==> src/rtl/text_video_pkg.sv <==
// Shared types and cell geometry for the text-mode video pipeline.
// TEXT_NINE_DOT_EN selects 9-pixel cells instead of 8.
package text_video_pkg;
  typedef logic [23:0] rgb_t;

  localparam rgb_t RGB_BLACK = 24'h000000;
  localparam int   GLYPH_W   = 8;
`ifdef TEXT_NINE_DOT_EN
  localparam int   CELL_W    = 9;
`else
  localparam int   CELL_W    = 8;
`endif
  localparam int   PIXCNT_W  = $clog2(CELL_W + 1);
endpackage

==> src/rtl/text_blink_timer.sv <==
// Frame-counted blink phase: toggles every PERIOD frame_start pulses.
// Latency: phase changes on the clock after the wrapping frame_start; no backpressure.
module text_blink_timer #(
  parameter int PERIOD = 16
) (
  input  logic clk,
  input  logic reset,
  input  logic frame_start,
  output logic phase
);
  localparam int CW = $clog2(PERIOD + 1);

  logic [CW-1:0] cnt;

  always_ff @(posedge clk) begin
    if (reset) begin
      cnt   <= '0;
      phase <= 1'b0;
    end else if (frame_start) begin
      if (cnt == CW'(PERIOD - 1)) begin
        cnt   <= '0;
        phase <= ~phase;
      end else begin
        cnt <= cnt + CW'(1);
      end
    end
  end
endmodule

==> src/rtl/text_pixel_serializer.sv <==
// Serialises one glyph row per character cell into RGB pixels with blink/cursor overlay (TEXT_NINE_DOT_EN: 9-dot cells).
// Latency: first pixel 1 cycle after load; no backpressure, runs at the pixel clock.
module text_pixel_serializer
  import text_video_pkg::*;
#(
  parameter int CHAR_BLINK_FRAMES   = 16,
  parameter int CURSOR_BLINK_FRAMES = 8
) (
  input  logic               clk,
  input  logic               reset,
  input  logic               load,
  input  logic [GLYPH_W-1:0] glyph_row,
  input  logic [23:0]        fgrgb,
  input  logic [23:0]        bgrgb,
  input  logic               blink,
  input  logic               cursor_here,
  input  logic               active,
  input  logic               frame_start,
`ifdef TEXT_NINE_DOT_EN
  input  logic               lg_dup,
`endif
  output logic [23:0]        pix_rgb,
  output logic               pix_valid,
  output logic               blink_phase
);
  logic [CELL_W-1:0]   sr, cell_bits, c_sr;
  logic [PIXCNT_W-1:0] cnt, c_cnt;
  rgb_t                fg_q, bg_q, c_fg, c_bg, pix_next;
  logic                blink_q, cursor_q, c_blink, c_cursor;
  logic                char_phase, cursor_phase;

`ifdef TEXT_NINE_DOT_EN
  // Line-graphics characters extend their rightmost column into the 9th dot.
  assign cell_bits = {glyph_row, lg_dup & glyph_row[0]};
`else
  assign cell_bits = glyph_row;
`endif

  text_blink_timer #(.PERIOD(CHAR_BLINK_FRAMES)) u_char_blink (
    .clk         (clk),
    .reset       (reset),
    .frame_start (frame_start),
    .phase       (char_phase)
  );

  text_blink_timer #(.PERIOD(CURSOR_BLINK_FRAMES)) u_cursor_blink (
    .clk         (clk),
    .reset       (reset),
    .frame_start (frame_start),
    .phase       (cursor_phase)
  );

  assign blink_phase = char_phase;

  // A load bypasses the cell registers so its first pixel leaves on the next edge.
  always_comb begin
    c_sr     = sr;
    c_cnt    = cnt;
    c_fg     = fg_q;
    c_bg     = bg_q;
    c_blink  = blink_q;
    c_cursor = cursor_q;
    if (load) begin
      c_sr     = cell_bits;
      c_cnt    = PIXCNT_W'(CELL_W);
      c_fg     = fgrgb;
      c_bg     = bgrgb;
      c_blink  = blink;
      c_cursor = cursor_here;
    end

    pix_next = c_bg;
    if (c_cnt != '0) begin
      if (c_cursor && cursor_phase)
        pix_next = c_fg;
      else if (c_blink && char_phase)
        pix_next = c_bg;
      else
        pix_next = c_sr[CELL_W-1] ? c_fg : c_bg;
    end
  end

  always_ff @(posedge clk) begin
    if (reset) begin
      sr        <= '0;
      cnt       <= '0;
      fg_q      <= RGB_BLACK;
      bg_q      <= RGB_BLACK;
      blink_q   <= 1'b0;
      cursor_q  <= 1'b0;
      pix_rgb   <= RGB_BLACK;
      pix_valid <= 1'b0;
    end else begin
      fg_q     <= c_fg;
      bg_q     <= c_bg;
      blink_q  <= c_blink;
      cursor_q <= c_cursor;
      // Shift even while blanked so cell alignment survives active gaps.
      if (c_cnt != '0) begin
        sr  <= c_sr << 1;
        cnt <= c_cnt - PIXCNT_W'(1);
      end
      pix_rgb   <= active ? pix_next : RGB_BLACK;
      pix_valid <= active;
    end
  end
endmodule
==> config.mk <==
export PLATFORM = sky130hd
export DESIGN_NAME = text_pixel_serializer
export DESIGN_NICKNAME = d
export VERILOG_FILES = /design/src/rtl/text_video_pkg.sv /design/src/rtl/text_blink_timer.sv /design/src/rtl/text_pixel_serializer.sv
export SDC_FILE = /design/constraint.sdc
export NUM_CORES = 1
export LEC_CHECK = 0
export CELL_PAD_IN_SITES_DETAIL_PLACEMENT = 1
export CELL_PAD_IN_SITES_GLOBAL_PLACEMENT = 1
export CORE_MARGIN = 2
export CORE_UTILIZATION = 38
export DETAILED_ROUTE_END_ITERATION = 12
export GPL_ROUTABILITY_DRIVEN = 0
export PLACE_DENSITY_LB_ADDON = 0.1
export SLEW_MARGIN = 20
export SYNTH_ARGS = -nofsm -noshare
export SYNTH_HDL_FRONTEND = slang
export SYNTH_SLANG_ARGS = --single-unit
==> constraint.sdc <==
create_clock -name clk -period 3.95 [get_ports clk]
set_input_delay 1.185 -clock clk [delete_from_list [all_inputs] [get_ports clk]]
set_output_delay 1.185 -clock clk [all_outputs]
set_load 0.02 [all_outputs]
; ---- Yosys cells after proc, flatten, opt, wreduce, memory -nomap -nowiden
; Cells that the tools add are included.
; Widths: inputs -> output; s select.
[totals]
inputBits = 63
register_bits = 97
[op_classes]
n_reduce_logical = 6
muxes = 12
bitwise_logic = 3
n_eq_ne = 2
n_addsub = 3
[ops]
columns = cell, n
row1 = $mux 24, 6
row2 = $mux 4, 2
row3 = $mux 8, 1
row4 = $add 5x1->5 const B, 1
row5 = $eq 5x4->1 const B, 1
row6 = $mux 5, 1
row7 = $add 4x1->4 const B, 1
row8 = $eq 4x3->1 const B, 1
row9 = $reduce_and 2->1, 2
row10 = $reduce_bool 4->1, 1
row11 = $sub 4x1->4 const B, 1
row12 = $not 1->1, 3
row13 = $logic_and 1x1->1, 2
row14 = $mux 1, 2
row15 = $reduce_or 2->1, 1

; ---- Logic depth before layout (Yosys ltp)
[logic_depth]
ltp_word = 5
ltp_mapped = 9

; ---- Cells and area by module
; From an unflattened synthesis, not the netlist that was laid out.
[hier_totals]
cells_unflattened = 377
area_unflattened_um2 = 3842.4
[by_module_without_submodules]
columns = mod, cells_per_inst, n_inst, area_per_inst_um2, seq_area_each_um2
row1 = text_pixel_serializer, 332, 1, 3349.5, 1721.7
row2 = text_blink_timer at u_char_blink, 23, 1, 251.5, 120.1
row3 = text_blink_timer at u_cursor_blink, 22, 1, 241.5, 100.1

; ---- Least setup slack after synthesis
; No wires, ideal clock.
[synth_timing]
kind = input-to-reg
start = input port load
end = register pix_rgb[10]
slack_ps = 686
t_required_ps = 3829
path_stages = 9
setup_time_ps = 121
arrival_time_ps = 3143
path_cell_list = buf_6 -> clkbuf_1 -> nand2b_1 -> ha_1 -> or4b_1 -> buf_2 -> o21ai_4 -> buf_12 -> mux2_4
[synth_via]
elab_chain_cells = 5
word_cells_on_any_way = 13
cone_classes = 10 x mux / 3 x reduce/logical
[synth_rtl]
columns = item, line
row1 = from (decl), text_pixel_serializer.sv:11  ; input logic load,
row2 = $mux 24 (tied with other cells), text_pixel_serializer.sv:63  ; if (load) begin
row3 = $mux 24 or $logic_and 1x1->1 (tied branches), "text_pixel_serializer.sv:79, text_pixel_serializer.sv:76"
row4 = $mux 24, text_pixel_serializer.sv:76  ; else if (c_blink && char_phase)
row5 = $mux 24, text_pixel_serializer.sv:74  ; if (c_cursor && cursor_phase)
row6 = $mux 24 (*), text_pixel_serializer.sv:73  ; if (c_cnt != '0) begin
row7 = to (signal assigned), text_pixel_serializer.sv:103  ; pix_rgb <= active ? pix_next : RGB_BLACK;
row8 = to (decl), text_pixel_serializer.sv:22  ; output logic [23:0] pix_rgb,
; Mark *: on every way between the ends. The rest lies on a longest branch, timed or not.
; A chain may end at the register's enable or synchronous reset.

; ---- Worst setup path in the final report
[layout_timing]
start = input port load
end = register pix_rgb[23]
; The elaborated chain is that of the path after synthesis.

==> impl_metrics.env <==
export IMPL_viasPerCell=4.78
export IMPL_drt_pass1_iter_count=4
export IMPL_drc=0
export IMPL_hold_viol_final=0
export IMPL_power_static_leakage_nw=2.14
export IMPL_synth_area_top_cells="dfxtp_1, mux2i_1, nor2_1"
export IMPL_die_y_um=104
export IMPL_drt_iter0_markers=71
export IMPL_via_count=2819
export IMPL_tightest_slew_ns=0.763
export IMPL_port_buffer_count=88
export IMPL_synth_top_area_share_pct=50.8
export IMPL_layout_setup_ws_ns=1.17
export IMPL_period_needed_ns=2.78
export IMPL_antenna_cells=0
export IMPL_yosys_area_top_type="dfxtp_1"
export IMPL_outcome="completed"
export IMPL_rsz0062_at_grt="false"
export IMPL_initial_utilization_pct=39.1
export IMPL_tns_ns=0
export IMPL_fmax_ghz=0.360
export IMPL_core_area_um2=9770
export IMPL_yosysWarnings=0
export IMPL_synthArstFlopShare_pct=0
export IMPL_grt_total_usage_pct=16.5
export IMPL_grt_start_max_net_pins=73
export IMPL_wl_per_cell_um=14.8
export IMPL_sequentialPowerShare_pct=53.0
export IMPL_place_hpwl_um=5990
export IMPL_setup_violations=0
export IMPL_p_switching_w=0.000540
export IMPL_antenna_found_initial=0
export IMPL_postSynthAreaPerCell_um2=10.3
export IMPL_numCtsBuffers=9
export IMPL_postSynthCellCount=371
export IMPL_cts_resized=0
export IMPL_clkPwrFrac_pct=30.6
export IMPL_grt_overflow_total=0
export IMPL_syn2layout_area_growth_pct=30.2
export IMPL_synth_edf_count=0
export IMPL_drive_above_1_share_pct=11.6
export IMPL_timing_final_max_slew_violations=0
export IMPL_cts_tree="done"
export IMPL_placementRows=36
export IMPL_cp_start_kind="input pin"
export IMPL_power_density_nw_per_um2=404
export IMPL_p_comb_share_pct=16.4
export IMPL_grt_pass1_vias=2916
export IMPL_ant_nets=0
export IMPL_synthFlopType="dfxtp_1"
export IMPL_cap_violations=0
export IMPL_worstPathMaxFanout=16
export IMPL_criticalPathCategory="in -> reg"
export IMPL_cts_root_buf="clkbuf_8"
export IMPL_clk_pin_slew_ns=0.09
export IMPL_dieWidth_um=104
export IMPL_clk_latency_ns=0.36
export IMPL_vdd_drop_max_mv=0.193
export IMPL_cts_max_path_buffers=2
export IMPL_synth_top_cells_by_count="nor2_1, dfxtp_1, mux2i_1, mux2_4, clkbuf_1"
export IMPL_synth_area_um2=3820
export IMPL_yosysUniqueCellTypes=31
export IMPL_hp_class="reg -> reg"
export IMPL_ios=89
export IMPL_skew_ns=0.0158
export IMPL_cp_required_ns=4.20
export IMPL_p_int_w=0.00147
export IMPL_cts_sinks=97
export IMPL_hold_buffers=0
export IMPL_die_area_um2=10900
export IMPL_period_share_pct=70.4
export IMPL_grt_pass1_wl_um=14300
export IMPL_dp_cells=573
export IMPL_postCtsSetupRepairBufs=0
export IMPL_worstPathArrival_ns=3.03
export IMPL_relSlewSlack_pct=49.1
export IMPL_stdcell_count=590
export IMPL_switching_share_pct=26.9
export IMPL_dp_slack_ns=0.658
export IMPL_nFillCells=1091
export IMPL_synthesis_nets=437
export IMPL_ys_ff_latch=97
export IMPL_fin_nets=518
export IMPL_h_tree_depth=3
export IMPL_yosysSeqAreaShare_pct=50.8
export IMPL_synth_most_common_cell="nor2_1"
export IMPL_wl_um=8730
export IMPL_end_kind="flop"
-- worst max-delay path: stages --
cell and delay [ns]:
buf_4 0.17, nand2b_1 0.15, ha_1 0.19, or4b_1 0.52, o21ai_4 0.24, buf_16 0.24
mux2_2 0.34
-- metrics by stage --
step | hold slack, ns | power (W) | cell area, µm² | util (%)
after CTS | 0.491 | 0.00203 | 4950 | 50.7
final | 0.488 | 0.00201 | 4980 | 50.9
after global routing | 0.520 | 0.00211 | 4980 | 50.9
after detailed placement | 0.477 | 0.00141 | 4770 | 48.8
after floorplan | 0.445 | 0.00129 | 3820 | -
after global placement | 0.455 | 0.00140 | 4770 | 48.8
-- final cells by class --
class                   count  area, µm²  area share (%)
repair buffers             95        946            19.0
well taps                 133        166            3.34
inverters                   2       7.51           0.151
clock inverters             6       47.5           0.955
clock buffers              10        138            2.76
multi-input cells         247       1730            34.8
flip-flops and latches     97       1940            39.0
-- layer usage --
layer	GRT usage (%)	part of all wire, %
met3	4.45	4.1
met5	0	0
met1	19.5	45
met2	28.7	49
met4	5.98	1.8
-- placed cells by master, fill, tap and decap left out, types with 4 or more instances in the layout --
cell type and n:
clkbuf_8 10, dfxtp_1 97, a211oi_1 7, nand4_1 4, nand2_1 4, mux2_4 21
mux2_2 4, mux2i_1 59, nor2_1 116, xor2_1 4, nor3_1 4, clkdlybuf4s50_1 86
buf_4 7
-- state kept, by name, indices dropped and copies added (netlist names) --
register              flops
blink_q                   1
sr                        7
pix_rgb                  24
u_char_blink.phase        1
fg_q                     24
cnt                       4
u_cursor_blink.phase      1
pix_valid                 1
bg_q                     24
cursor_q                  1
u_cursor_blink.cnt        4
u_char_blink.cnt          5
-- final timing paths --
kind / slack (ns) / cells after the start / end / start
worst min-delay path: 0.49 / 2 / u_cursor_blink.cnt[3] / u_cursor_blink.cnt[3]
worst max register to register: 1.88 / 6 / pix_rgb[23] / cnt[0]
worst max-delay path: 1.17 / 7 / pix_rgb[23] / load
worst min register to register: 0.49 / 2 / u_cursor_blink.cnt[3] / u_cursor_blink.cnt[3]
-- cell families after synthesis --
| logic type | Yosys count | synth area share [%] |
|---|---|---|
| simple gates | 139 | 15.0 |
| xor+xnor | 7 | 1.60 |
| flops | 97 | 50.8 |
| compound gates | 14 | 2.78 |
| buf+inv | 27 | 3.99 |
| fa+ha+maj | 3 | 0.982 |
| mux | 84 | 24.9 |
-- power groups by stage --
stage                     clock [W]  sequential (W)  combinational [W]
after floorplan                   0         0.00110           0.000190
after global placement            0         0.00109           0.000319
after detailed placement          0         0.00109           0.000327
after CTS                  0.000639         0.00106           0.000328
after global routing       0.000683         0.00107           0.000360
final                      0.000615         0.00106           0.000330
(Power assumes the default switching activity.)
